$ cat config.mk
export PLATFORM = sky130hd
export DESIGN_NAME = uart_regfile
export DESIGN_NICKNAME = d
export VERILOG_FILES = /design/src/rtl/uart_regfile.sv
export SDC_FILE = /design/constraint.sdc
export NUM_CORES = 1
export LEC_CHECK = 0
export ABC_CLOCK_PERIOD_IN_PS = 2360
export CORE_ASPECT_RATIO = 1.1
export CORE_MARGIN = 1.5
export CORE_UTILIZATION = 28
export DETAILED_ROUTE_END_ITERATION = 10
export GPL_ROUTABILITY_DRIVEN = 0
export HOLD_SLACK_MARGIN = 0.15
export PLACE_DENSITY = 0.59
export SYNTH_ARGS = -nofsm -noshare
export SYNTH_HDL_FRONTEND = slang
export SYNTH_SLANG_ARGS = --single-unit
$ cat constraint.sdc
create_clock -name pclk -period 2.36 [get_ports pclk]
set_input_delay 0.236 -clock pclk [delete_from_list [all_inputs] [get_ports pclk]]
set_output_delay 0.236 -clock pclk [all_outputs]
set_load 0.005 [all_outputs]
$ cat src/rtl/uart_regfile.sv
// UART control/status register bank behind the APB bridge request interface.
// Independent write and read FSMs; configuration, TX push, RX pop, sticky errors, irq.
module uart_regfile #(
  parameter logic [15:0] RESET_BAUD = 16'd27
) (
  input  logic        pclk,
  input  logic        prst,
  input  logic        wr_en,
  input  logic [11:0] waddr,
  input  logic [31:0] wdata,
  input  logic        rd_en,
  input  logic [11:0] raddr,
  output logic [31:0] rdata,
  output logic        rack,
  output logic        wack,
  output logic        raddrerr,
  output logic        waddrerr,
  output logic        tx_en,
  output logic        rx_en,
  output logic        stop2,
  output logic [1:0]  parity_mode,
  output logic [15:0] baud_div,
  output logic        tx_push,
  output logic [7:0]  tx_pdata,
  input  logic        tx_full,
  input  logic        tx_empty,
  output logic        rx_pop,
  input  logic [7:0]  rx_pdata,
  input  logic        rx_empty,
  input  logic        rx_full,
  input  logic        rx_overrun_evt,
  input  logic        parity_err_evt,
  output logic        irq
);

  localparam logic [11:0] ADDR_CTRL    = 12'h000;
  localparam logic [11:0] ADDR_BAUD    = 12'h004;
  localparam logic [11:0] ADDR_STATUS  = 12'h008;
  localparam logic [11:0] ADDR_INT_EN  = 12'h00C;
  localparam logic [11:0] ADDR_TX_DATA = 12'h010;
  localparam logic [11:0] ADDR_RX_DATA = 12'h014;
  localparam logic [11:0] ADDR_INT_CLR = 12'h018;

  typedef enum logic [1:0] {W_IDLE, W_ACK, W_DONE} wstate_t;
  typedef enum logic [1:0] {R_IDLE, R_ADDR, R_RESP, R_DONE} rstate_t;

  wstate_t     wstate;
  rstate_t     rstate;
  logic [4:0]  ctrl;
  logic [2:0]  int_en;
  logic        overrun;
  logic        perr;
  logic        wr_err;
  logic        wr_commit;
  logic        clr_overrun;
  logic        clr_perr;
  logic        rd_err;
  logic        rd_pop;
  logic [31:0] rd_data;
  logic        unused_wdata;

  assign unused_wdata = ^wdata[31:16];

  assign tx_en       = ctrl[0];
  assign rx_en       = ctrl[1];
  assign parity_mode = ctrl[3:2];
  assign stop2       = ctrl[4];

  always_comb begin
    wr_err = 1'b0;
    if (waddr[1:0] != 2'b00) begin
      wr_err = 1'b1;
    end else begin
      case (waddr)
        ADDR_CTRL, ADDR_BAUD, ADDR_INT_EN, ADDR_INT_CLR: wr_err = 1'b0;
        ADDR_TX_DATA: wr_err = tx_full;
        default: wr_err = 1'b1;
      endcase
    end
  end

  // Only the first cycle of a request may commit; a held wr_en never re-commits.
  assign wr_commit   = (wstate == W_IDLE) && wr_en && !wr_err;
  assign clr_overrun = wr_commit && (waddr == ADDR_INT_CLR) && wdata[4];
  assign clr_perr    = wr_commit && (waddr == ADDR_INT_CLR) && wdata[5];

  always_ff @(posedge pclk) begin
    if (prst) begin
      wstate   <= W_IDLE;
      wack     <= 1'b0;
      waddrerr <= 1'b0;
      tx_push  <= 1'b0;
      tx_pdata <= 8'd0;
    end else begin
      wack     <= 1'b0;
      waddrerr <= 1'b0;
      tx_push  <= 1'b0;
      case (wstate)
        W_IDLE: if (wr_en) begin
          wstate   <= W_ACK;
          wack     <= 1'b1;
          waddrerr <= wr_err;
          if (!wr_err && waddr == ADDR_TX_DATA) begin
            tx_push  <= 1'b1;
            tx_pdata <= wdata[7:0];
          end
        end
        W_ACK:   wstate <= W_DONE;
        W_DONE:  if (!wr_en) wstate <= W_IDLE;
        default: wstate <= W_IDLE;
      endcase
    end
  end

  always_ff @(posedge pclk) begin
    if (prst) begin
      ctrl     <= 5'd0;
      baud_div <= RESET_BAUD;
      int_en   <= 3'd0;
    end else if (wr_commit) begin
      case (waddr)
        ADDR_CTRL:   ctrl     <= wdata[4:0];
        ADDR_BAUD:   baud_div <= wdata[15:0];
        ADDR_INT_EN: int_en   <= wdata[2:0];
        default: ;
      endcase
    end
  end

  // A core event in the same cycle as the W1C clear keeps the bit set.
  always_ff @(posedge pclk) begin
    if (prst) begin
      overrun <= 1'b0;
      perr    <= 1'b0;
      irq     <= 1'b0;
    end else begin
      overrun <= rx_overrun_evt | (overrun & ~clr_overrun);
      perr    <= parity_err_evt | (perr & ~clr_perr);
      irq     <= (int_en[0] & ~rx_empty) | (int_en[1] & tx_empty) |
                 (int_en[2] & (overrun | perr));
    end
  end

  always_comb begin
    rd_data = 32'd0;
    rd_err  = 1'b0;
    rd_pop  = 1'b0;
    if (raddr[1:0] != 2'b00) begin
      rd_err = 1'b1;
    end else begin
      case (raddr)
        ADDR_CTRL:    rd_data = {27'd0, ctrl};
        ADDR_BAUD:    rd_data = {16'd0, baud_div};
        ADDR_STATUS:  rd_data = {26'd0, perr, overrun, rx_full, rx_empty, tx_empty, tx_full};
        ADDR_INT_EN:  rd_data = {29'd0, int_en};
        ADDR_RX_DATA: if (!rx_empty) begin
          rd_data = {24'd0, rx_pdata};
          rd_pop  = 1'b1;
        end
        default:      rd_err = 1'b1;
      endcase
    end
  end

  always_ff @(posedge pclk) begin
    if (prst) begin
      rstate   <= R_IDLE;
      rack     <= 1'b0;
      rdata    <= 32'd0;
      raddrerr <= 1'b0;
      rx_pop   <= 1'b0;
    end else begin
      rack     <= 1'b0;
      rdata    <= 32'd0;
      raddrerr <= 1'b0;
      rx_pop   <= 1'b0;
      case (rstate)
        R_IDLE: if (rd_en) rstate <= R_ADDR;
        R_ADDR: begin
          rstate   <= R_RESP;
          rack     <= 1'b1;
          rdata    <= rd_data;
          raddrerr <= rd_err;
          rx_pop   <= rd_pop;
        end
        R_RESP:  rstate <= R_DONE;
        R_DONE:  if (!rd_en) rstate <= R_IDLE;
        default: rstate <= R_IDLE;
      endcase
    end
  end

endmodule

======== Word level (Yosys, flattened, before mapping) ========
Index checks and enable logic that the tools add are counted.
word-level totals
  output and inout bits ................... 68
  bits of input ports ..................... 74
  logic and storage cells ................. 92
  bits in registers ....................... 77
operators by class
  multiplexer cells ....................... 16
  eq/ne operators ......................... 17
  bitwise operators ....................... 17
  reductions and logical operators ........ 26
operators with widths
  cell                                                                    count
  16-bit one-hot mux with 5 select lines                                  1
  12-bit by 4-bit equality test with 1-bit output, second input constant  3
  12-bit by 5-bit equality test with 1-bit output, second input constant  3
  12-bit by 3-bit equality test with 1-bit output, second input constant  2
  12-bit logical NOT                                                      2
  2-bit AND reduction                                                     5
  2-bit 2-to-1 mux                                                        4
  8-bit 2-to-1 mux                                                        1
  2-bit inequality test, second input constant                            4
  2-bit one-hot mux with 4 select lines                                   1
  4-bit OR reduction                                                      2
  1-bit 2-to-1 mux                                                        7
  1-bit inverter                                                          7
  2-bit equality test, second input constant                              3
  1-bit logical AND                                                       6
  2-bit one-hot mux with 3 select lines                                   1
  3-bit OR reduction                                                      2
  1-bit bitwise AND                                                       5
  1-bit bitwise OR                                                        5
  5-bit OR reduction                                                      1
  2-bit by 1-bit equality test with 1-bit output, second input constant   2
  2-bit logical NOT                                                       2
  2-bit nonzero test                                                      2
  2-bit OR reduction                                                      2
  other kinds (3)                                                         3

======== Longest topological paths before layout ========
Gate-level depths: netlist (run 1).
  depth in word-level cells ............... 11
  mapped depth ............................ 6
  gate-level depth less buffers ........... 6

======== Least setup slack after synthesis (run 1) ========
OpenSTA, ideal clock, no wires.
  kind .................................... input port to flip-flop
  start point ............................. in waddr[8]
  end point ............................... reg baud_div[0]
  setup slack ............................. 0.451 ns
  data arrival time ....................... 1.837 ns
  required time ........................... 2.288 ns
  buffers on the path ..................... 2
  stages .................................. 6
  cell sequence ........................... or4_4 -> nor4_4 -> and4bb_1 -> buf_4 -> buf_6 -> mux2i_1
on the way
  longest elaborated chain between the ends .. 7
RTL lines
  item                                                                     RTL line  text
  from (decl)                                                              9         input logic [11:0] waddr,
  12-bit by 5-bit equality test with 1-bit output (tied with other cells)  74        case (waddr)
  4-bit OR reduction                                                       74
  1-bit one-hot mux with 2 select lines                                    74
  1-bit 2-to-1 mux                                                         71        if (waddr[1:0] != 2'b00) begin
  1-bit logical NOT                                                        83        assign wr_commit = (wstate == W_IDLE) && wr_en && !wr_err;
  1-bit logical AND                                                        83
  2-bit AND reduction (no line) (*)                                        --
  to (signal assigned)                                                     123       ADDR_BAUD: baud_div <= wdata[15:0];
  to (decl)                                                                22        output logic [15:0] baud_div,
Every way passes the cells marked *; elsewhere a longest branch is shown, timed or not.
A chain may end at the register's enable or synchronous reset.

======== Worst setup path after layout (run 1) ========
  start point ............................. in waddr[8]
  end point ............................... reg baud_div[9]
Same word-level chain as after synthesis.

==> summary by stage, run 1 <==
Outcome
The flow ran to the end, and the final reports show no timing, DRC or antenna violations.

Detailed routing
For this run, the detailed router's first-pass iteration total came to 4. After detailed routing, the average wire length per cell comes to 13.8 um. The DRC marker count from the first detailed-route iteration is 77. In the routed design, unresolved DRC markers number 0.

The number of nets with antenna violations after routing is 0. The total number of vias is 2,409. The final routed wirelength across all metal layers is 7420 um. The via count normalized by instance count is 4.48.

Cells and area
In the final design database the tool counted 492 nets. In the layout the commonest cells are clkdlybuf4s50_1 (109), dfxtp_1 (61), nand2b_1 (51). The number of antenna cells inserted is 0. From synthesis to final layout, the design area changed by 51.4%. In the final layout, the share of cells above drive strength 1 is 9.09%. The library cell used most frequently in the layout, excluding fill and tap cells, is clkdlybuf4s50_1.

Worst setup path
The critical path in this run is classified as input pin to flop. The critical path data required time is 2.63 ns. Data arrives at the worst endpoint at 2.22 ns. STA classifies the critical path startpoint as an input pin. The worst setup path is captured at a flop.

Of all nets on the critical path, the largest fanout is 13.

STA
The number of hold-slack violations in the final timing report came to 0. The worst-margin pin slew is 0.615 ns. The final max-slew violation count is 0.

Setup violations remaining at the end of the flow were counted as 0. The worst hold slack across all endpoints is 0.464 ns. The highest achievable clock rate is 513 MHz.

Subtracting the final worst setup slack from the clock period gives 1.95 ns. The final worst-path cycle share is 82.6%. The headroom to the max-slew limit is 58.5%. The post-route clock skew is 0.00769 ns. Setup repair after global routing left no endpoint under its margin. The aggregate negative setup slack is 0 ns.

Floorplan
The die is 99.3 um wide. The area of the die is 10,800 um2. The site row count is 38. The effective utilization at floorplan is 28.9%.

Pin placement for this block handled 142 I/O pins. The die extent in y is 109 um. The core footprint is 9890 um2.

Logic synthesis
In this run the biggest area consumer among cell types represents 42.8% of the synthesized area. Yosys attributes the largest share of cell area to dfxtp_1 (43%), mux2i_1 (12%), nand2b_1 (11%). The synthesis-stage register bit count is 61. In this run the mean area of a mapped cell was 9.67 um2. The synthesized netlist occupies a cell area of 2850 um2.

dfxtp_1 takes more of the synthesized area than any other cell. The register area share after synthesis is 42.8%. The number of enable-type register cells in the synthesized netlist is 0. In the synthesized netlist the async set-or-reset flop fraction comes to 0%. The Yosys step of the flow raised 0 warnings. The leading register cell type out of synthesis is dfxtp_1.

The number of instances in the synthesized netlist is 295. The number of different library cells used by synthesis comes to 42.

Clock tree
In this run the number of H-tree levels came out at 3. TritonCTS built the clock tree. The number of buffers between clock root and the deepest sink is 2. The number of hold buffers added after CTS is 0. The later pin in the worst-skew pair is clocked with a latency of 0.33 ns. Clock-pin slew was measured on the worst setup and hold paths at 0.08 ns.

The number of buffers inserted during clock tree synthesis is 9. The clock drives 61 sinks. The buffer count from post-CTS setup fixing is 0. The tree is rooted in a clkbuf_8. In this run, post-CTS repair resized a total of 0 instances.

Place
The number of port buffers is 109. The HPWL after detailed placement is 5690 um.

Global routing
The number of global-route vias before repair is 2,415. The initial antenna violation count came to 0. The total congestion overflow after global routing is 0.

Global routing consumed, over all layers together, 14.2% of the routing resources. The first global-routing pass estimated 11,800 um of wire. Entering global routing, the biggest net connects 62 pins.

Pwr
Summed over all cells, the static leakage comes to 1.62 nW. IR analysis of the VDD net gives a maximum drop of 0.308 mV. The internal portion of the total power is 1.96 mW.

The part of the power in combinational logic is 13.1%. The switching power share of the total is 23.6%. Dividing total power by cell area gives a power density of 594 nW/um2. The portion of total power attributed to sequential cells is 42.2%. The net switching power is 0.606 mW. The relative contribution of the clock network to total power is 44.6%.

Min path
The class of the tightest hold or removal check is input pin to flop.

Run
The max-cap violation count is 0.
==> per-layer routing <==
metal,vias up,track usage [%],routed length [um]
li1,1208,-,-
met3,15,3.97,464
met2,85,23.1,3420
met1,1101,17.3,3310
met4,0,7.24,226
met5,-,0,0
==> worst max-delay path, stage by stage <==
cell	delay, ns
clkdlybuf4s50_1	0.39
or4_4	0.55
nor4_4	0.37
and4bb_1	0.29
buf_12	0.17
mux2i_1	0.19
==> sequential cells by signal, summed over array words and instances (netlist names) <==
name      flops
rdata        16
rx_pop        1
rack          1
tx_push       1
waddrerr      1
baud_div     16
rstate        2
perr          1
int_en        3
raddrerr      1
wstate        2
tx_pdata      8
irq           1
overrun       1
ctrl          5
wack          1
==> stage by stage <==
stage               instance area, um2  utilization [%]  cells  setup slack, ns  power [mW]
global placement                  4070             41.2    522           0.0745        1.44
detailed placement                4070             41.2    522           0.0517        1.45
CTS                               4320             43.7    538            0.408        2.61
floorplan                         2910                -    310            0.451        1.29
finish                            4320             43.7    538            0.411        2.57
global route                      4320             43.7    538            0.294        2.71
==> cell type report <==
class / count / area [um2]
fillers: 1000 / 5570
multi-input cells: 215 / 1490
flip-flops and latches: 61 / 1220
repair buffers: 121 / 1190
well taps: 120 / 150
clock buffers: 9 / 124
clock inverters: 7 / 123
inverters: 5 / 18.8
==> power by group through the flow <==
stage | logic, mW | registers, mW | clock network [mW]
floorplan | 0.184 | 1.11 | 0
global placement | 0.331 | 1.11 | 0
global route | 0.380 | 1.09 | 1.24
finish | 0.337 | 1.08 | 1.15
CTS | 0.342 | 1.08 | 1.18
detailed placement | 0.341 | 1.11 | 0
==> cells in the mapped netlist (all sizes together) (2+ instances only) <==
cell and instances:
dfxtp 61, nand2b 51, mux2i 33, nor2 21, buf 18, a21oi 17
clkbuf 11, and2 9, nor2b 8, nand3b 6, ha 5, inv 5
mux2 5, nand2 5, nor3b 4, o21ai 4, a211oi 3, and3 3
nor3 3, nor4b 3, or4 3, or3b 2
==> path summary, 6_finish.rpt <==
check                           cells past startpoint            to        start  slack, ns
worst min register to register                      2   tx_pdata[5]  tx_pdata[5]       0.47
worst max-delay path                                6   baud_div[9]     waddr[8]       0.41
worst min-delay path                                3  baud_div[12]    wdata[12]       0.46
worst max register to register                      5   baud_div[9]    wstate[1]       0.50
==> cell families after synthesis <==
kind of cell | share of synthesized area, %
multiplexers | 13.5
AO/OA/AOI/OAI | 5.87
flip-flops | 42.8
adder cells (fa/ha/maj) | 2.19
AND/OR/NAND/NOR | 28.5
other | 0.131
buffers and inverters | 6.97
Power figures use the tool's default switching activity.
==> inputs of run 2 (changes only) <==
- ABC_CLOCK_PERIOD_IN_PS: 2360 -> 1900
- clock period: 2.36 -> 1.9 ns (I/O delays scaled with it)
==> run 2 against run 1 <==
Against the previous run:
- first-iteration DRC count fell by 30%
- combinational power rose by 33%
- clock-buffer cell count is 1 higher
- clock power rose by 15%
- sequential cell count unchanged
- largest cell class unchanged
==> summary by stage, run 2 (synthesis results as in run 1) <==
Worst setup path
The capturing element type of the critical path was a flop (unchanged). The largest fanout on the critical path came to 6 (was 13). The launching element type of the critical path is an input pin (unchanged). The arrival time at the worst endpoint is 2.12 ns (was 2.22 ns). The critical path data required time was 2.18 ns (was 2.63 ns). The depth of the most critical reg-to-reg path is 5 (unchanged).

The critical path launch point is wr_en (was waddr[8]). The critical path start-end classification is input pin to flop (unchanged). The terminus of the critical flop-to-flop path is baud_div[1] (was baud_div[9]). The startpoint of the lowest-slack register-to-register path is wstate[0] (was wstate[1]). The register-to-register setup slack is 0.06 ns (was 0.50 ns).

Floorplan
The area of the die came to 10,800 um2 (unchanged). The die extent in y came to 109 um (unchanged). The effective utilization at floorplan is 28.9% (unchanged).

The core footprint came to 9890 um2 (unchanged). The width of the die is 99.3 um (unchanged). The number of placed I/O pins was 142 (unchanged). The site row count came to 38 (unchanged).

Cells and area
The area added between synthesis and finish is 56.0% (was 51.4%). Top Registers: baud_div: 16 flops, rdata: 16 flops, tx_pdata: 8 flops (unchanged). The most frequent standard cell in the layout excluding fill and tap cells is clkdlybuf4s50_1 (unchanged). The utilization after layout is 45.0% (was 43.7%). The post-route cell area is 4450 um2 (was 4320 um2). The final layout net count is 506 (was 492). The share of cells above drive strength 1 is 13.4% (was 9.09%).

The final non-filler cell total is 552 (was 538). The number of antenna cells inserted was 0 (unchanged). Commonest cells after routing, fill and taps aside: clkdlybuf4s50_1 (105), dfxtp_1 (59), nand2b_1 (51) (was clkdlybuf4s50_1 (109), dfxtp_1 (61), nand2b_1 (51)).

Pwr
The peak supply drop is 0.262 mV (was 0.308 mV). The power density over the cells came to 699 nW/um2 (was 594 nW/um2). The leakage power summed over all cells was 1.73 nW (was 1.62 nW).

The total power is 3.11 mW (was 2.57 mW).

Clock tree
The cell chosen for the clock root was clkbuf_8 (unchanged). The number of buffers between clock root and the deepest sink is 2 (unchanged). The H-tree depth is 3 (unchanged). The CTS tree is yes (unchanged).

The source-to-sink clock delay at the later pin of the worst-skew pair is 0.35 ns (was 0.33 ns). The number of clock sinks seen by CTS is 61 (unchanged). The register clock-pin slew on the reported worst setup and hold paths is 0.07 ns (was 0.08 ns). The number of hold buffers added after CTS is 0 (unchanged). The number of buffers inserted during clock tree synthesis is 9 (unchanged).

Min path
The instance count along the most critical hold path is 4 (was 3). The class of the tightest hold or removal check is input pin to flop (unchanged). The endpoint of the worst hold path is tx_push (was baud_div[12]). The start point of the worst min-delay path is waddr[7] (was wdata[12]).

Place
The HPWL after detailed placement is 6080 um (was 5690 um). The total placed instance area is 4180 um2 (was 4070 um2). The cell count after placement is 535 (was 522). The number of port buffers is 109 (unchanged).

Detailed routing
The DRC marker count from the first detailed-route iteration is 54 (was 77). The via count normalized by instance count is 4.49 (was 4.48). The final routed wirelength across all metal layers is 7830 um (was 7420 um). The number of nets with antenna violations after routing is 0 (unchanged).

The per-cell routed wire length was 14.2 um (was 13.8 um). The total number of vias is 2,480 (was 2,409). The residual DRC count is 0 (unchanged).

The number of iterations in the first detailed-routing pass is 4 (unchanged).

Global routing
The global router's overall resource usage is 14.9% (was 14.2%). The largest net degree at the start of global routing is 62 (unchanged). The first-pass GRT wire length is 12,400 um (was 11,800 um). The initial antenna violation count is 0 (unchanged). The number of global-route vias before repair is 2,524 (was 2,415). The total congestion overflow after global routing is 0 (unchanged).

Run
The max-cap violation count is 0 (unchanged).

STA
The aggregate negative setup slack is 0 ns (unchanged). After layout, the worst path uses 97.3% of the clock period. The number of hold-slack violations in the final timing report is 0 (unchanged). Setup repair after global routing missed its margin: yes (was no).

The post-route clock skew is 0.00680 ns (was 0.00769 ns). The count of endpoints failing setup in the final report is 0 (unchanged). The time the final worst path needs with I/O delays and setup is 1.85 ns. The highest achievable clock rate is 541 MHz. The final max-slew violation count is 0 (unchanged).

Outcome
Outcome: finished, final reports clean (unchanged).
==> run 2: changes by cell type in the layout (fill, tap and decap cells not counted), moves of 2 or more <==
cell             change
clkdlybuf4s50_1      -4
buf_4               +12
dfxtp_1              -2
dlymetal6s2s_1       +3
dfxtp_2              +2
clkinv_2             +2
==> run 2: through the flow <==
step                hold slack (ns)  setup WS [ns]
finish                        0.304         0.0520
global route                  0.322        -0.0277
CTS                           0.396         0.0105
detailed placement            0.468         -0.374
global placement              0.460         -0.308
floorplan                     0.345         0.0370
==> run 2: worst max path at each step <==
stage / endpoint / slack, ns / cells after the start
6_report: baud_div[1] / 0.05 / 6
5_1_grt: baud_div[9] / -0.03 / 5
4_1_cts: baud_div[11] / 0.01 / 6
3_5_place_dp: baud_div[9] / -0.37 / 6
3_3_place_gp: int_en[0] / -0.31 / 6
2_1_floorplan: baud_div[0] / 0.04 / 6
==> run 2: report_power, final <==
part           leakage (nW)  internal (mW)  switching (mW)
Combinational          1.12          0.258           0.189
Sequential            0.494           1.32          0.0274
Clock                 0.112          0.771           0.547
==> run 2: metal layers <==
layer,up-vias,GRT usage [%],wire [um]
met4,0,6.64,140
met3,12,4.04,463
met2,85,25.0,3750
met5,-,0,0
met1,1153,17.9,3470
li1,1230,-,-
==> run 2: area by class of cell <==
class                      count  area, um2
fill                         973       5440
multi-input combinational    215       1500
timing repair buffer         135       1340
sequential                    61       1220
tap                          120        150
clock buffer                  10        138
clock inverter                 6       86.3
inverter                       5       18.8
==> run 2: repair_timing <==
action                                  in CTS  in global routing
pin swaps                                    1                  4
buffers inserted                             0                  0
endpoints found under the setup margin       6                 25
gates cloned                                 0                  1
gates resized for setup                      2                  8
==> run 2: critical path, stage by stage <==
cell             delay [ns]
clkdlybuf4s50_1        0.49
or3b_4                 0.40
nor4_4                 0.32
and4bb_2               0.37
clkbuf_16              0.18
mux2i_1                0.17
==> inputs of run 3 (changes only) <==
- PLACE_DENSITY: 0.59 -> 0.63
==> run 3 against run 2 <==
Against the previous run:
- worst hold slack got worse by 0.082 ns
- sequential share of layout area grew 0.11 points
- via count hardly changed
- die area stayed put
- total power down 4.2%
- cell count increased by 0.54%
- setup slack better by 0.012 ns
- clock-buffer cell count stayed put
- maximum frequency rose by 0.68%
- first-iteration DRC count increased by 31%
==> summary by stage, run 3 (synthesis results as in run 1) <==
Outcome
Outcome: finished, final reports clean (unchanged).

Worst setup path
Crit-path cells: or3b_4 > nor4_4 > and4bb_2 > buf_12 > mux2i_1 (was clkdlybuf4s50_1 > or3b_4 > nor4_4 > and4bb_2 > clkbuf_16 > mux2i_1). The largest fanout on the critical path is 7 (was 6). The critical path data required time is 2.17 ns (was 2.18 ns).

The number of buffers and inverters on the critical path is 1 (was 2). The cell type of the slowest stage on the worst timing path is or3b_4 (was clkdlybuf4s50_1). The maximum cell stage delay along the critical path is 0.40 ns (was 0.49 ns). The terminus of the critical flop-to-flop path is baud_div[13] (was baud_div[1]). The critical path's top delay family is simple AND/OR/NAND/NOR gates (unchanged). The critical path launch point is wstate[0] (was wr_en).

The arrival time at the worst endpoint is 2.10 ns (was 2.12 ns). The depth of the most critical reg-to-reg path was 5 (unchanged). The critical path start-end classification is flop to flop (was input pin to flop).

The startpoint of the lowest-slack register-to-register path was wstate[0] (unchanged). The launching element type of the critical path was a flop (was input pin). The capturing element type of the critical path was a flop (unchanged). The register-to-register setup slack was 0.06 ns (about the same).

Clock tree
The register clock-pin slew on the reported worst setup and hold paths is 0.07 ns (about the same). The number of buffers inserted during clock tree synthesis is 9 (unchanged). The number of hold buffers added after CTS is 0 (unchanged). The H-tree depth is 3 (unchanged). The CTS tree is yes (unchanged).

The number of clock sinks seen by CTS came to 61 (unchanged). The cell chosen for the clock root is clkbuf_8 (unchanged). The source-to-sink clock delay at the later pin of the worst-skew pair came to 0.35 ns (about the same). The number of buffers between clock root and the deepest sink is 2 (unchanged).

STA
The number of hold-slack violations in the final timing report is 0 (unchanged). The worst hold slack across all endpoints is 0.222 ns (was 0.304 ns). The post-route clock skew is 0.00876 ns (was 0.00680 ns).

The final worst-path cycle share is 96.6% (was 97.3%). The highest achievable clock rate is 545 MHz (was 541 MHz). The final max-slew violation count is 0 (unchanged). The time the final worst path needs with I/O delays and setup is 1.84 ns (was 1.85 ns).

The count of endpoints failing setup in the final report came to 0 (unchanged). Setup repair after global routing missed its margin: yes (unchanged).

Global routing
The global router's overall resource usage is 14.9% (about the same). The number of global-route vias before repair is 2,471 (was 2,524). The most crowded layer after global routing was met2 (unchanged). The largest net degree at the start of global routing is 62 (unchanged). The first-pass GRT wire length came to 12,300 um (was 12,400 um). The initial antenna violation count is 0 (unchanged). The total congestion overflow after global routing is 0 (unchanged).

The met3 routing resource usage after global routing came to 3.91% (was 4.04%). The global-route met2 utilization was 25.3% (was 25.0%). The met1 capacity usage during global routing is 18.1% (was 17.9%).

Detailed routing
The number of nets with antenna violations after routing is 0 (unchanged). The DRC marker count from the first detailed-route iteration is 71 (was 54). The via count normalized by instance count is 4.47 (was 4.49). The final routed wirelength across all metal layers is 7980 um (was 7830 um). The per-cell routed wire length is 14.4 um (was 14.2 um).

The total number of vias was 2,479 (was 2,480). The number of iterations in the first detailed-routing pass is 4 (unchanged). The residual DRC count is 0 (unchanged).

Run
The max-cap violation count is 0 (unchanged).

Cells and area
The most frequent standard cell in the layout excluding fill and tap cells is clkdlybuf4s50_1 (unchanged). The final non-filler cell total came to 555 (was 552). The number of antenna cells inserted is 0 (unchanged). The utilization after layout came to 44.9% (was 45.0%). Top Registers: baud_div: 16 flops, rdata: 16 flops, tx_pdata: 8 flops (unchanged). The share of cells above drive strength 1 is 14.3% (was 13.4%). The area added between synthesis and finish came to 55.4% (was 56.0%).

The final layout net count came to 509 (was 506). Commonest cells after routing, fill and taps aside: clkdlybuf4s50_1 (103), dfxtp_1 (59), nand2b_1 (51) (was clkdlybuf4s50_1 (105), dfxtp_1 (59), nand2b_1 (51)).

Min path
The start point of the worst min-delay path is prst (was waddr[7]). The endpoint of the worst hold path is rack (was tx_push). The instance count along the most critical hold path came to 3 (was 4). The class of the tightest hold or removal check is input pin to flop (unchanged).

Floorplan
The site row count is 38 (unchanged). The die extent in y is 109 um (unchanged). The core footprint was 9890 um2 (unchanged). The width of the die is 99.3 um (unchanged). The area of the die is 10,800 um2 (unchanged). The effective utilization at floorplan came to 28.9% (unchanged).

The number of placed I/O pins is 142 (unchanged).

Place
The HPWL after detailed placement is 6110 um (was 6080 um). The cell count after placement was 536 (was 535). The number of port buffers is 109 (unchanged).

Pwr
The peak supply drop is 0.339 mV (was 0.262 mV). The power density over the cells is 672 nW/um2 (was 699 nW/um2). The leakage power summed over all cells is 1.72 nW (was 1.73 nW).
## run 3: what timing repair did
action / 4_1_cts / 5_1_grt
endpoints found under the setup margin: 17 / 29
gates resized for setup: 5 / 8
pin swaps: 3 / 4
buffers inserted: 2 / 0
cloned: 1 / 0
## run 3: power breakdown
part,internal (mW),switching [mW],leakage (nW)
sequential,1.32,0.0305,0.494
clock,0.636,0.547,0.0943
combinational,0.255,0.193,1.13
## run 3: worst register-to-register path, stage by stage, from the launching register on
cell	delay, ns
dfxtp_2	0.33
or3b_4	0.40
nor4_4	0.30
and4bb_2	0.39
buf_12	0.16
mux2i_1	0.19
## run 3: area by class of cell
type | count | area, um2
fillers | 981 | 5450
multi-input cells | 215 | 1500
repair buffers | 138 | 1350
flip-flops and latches | 61 | 1220
well taps | 120 | 150
clock buffers | 10 | 138
clock inverters | 6 | 62.6
inverters | 5 | 18.8
## run 3: how the worst max path moves through the flow
stage                     depth (start not counted)  slack, ns            to
after floorplan                                   6       0.04   baud_div[0]
after global placement                            6      -0.35   baud_div[3]
after detailed placement                          6      -0.41  baud_div[13]
after CTS                                         6     0.0003  baud_div[13]
after global routing                              6      -0.03       ctrl[0]
final                                             5       0.06  baud_div[13]
## run 3: through the flow
stage	TNS [ns]	total power [mW]	area (um2)	setup WS (ns)
floorplan	0	1.60	2910	0.0370
global placement	-11.48	1.81	4170	-0.349
detailed placement	-13.19	1.83	4170	-0.406
CTS	0	3.01	4420	0.000298
global route	-0.0539	3.12	4440	-0.0260
finish	0	2.98	4440	0.0644
## run 3: metal layers
metal | up-vias | wire (um)
met5 | - | 0
met3 | 12 | 480
met1 | 1141 | 3470
met2 | 89 | 3900
li1 | 1237 | -
met4 | 0 | 135
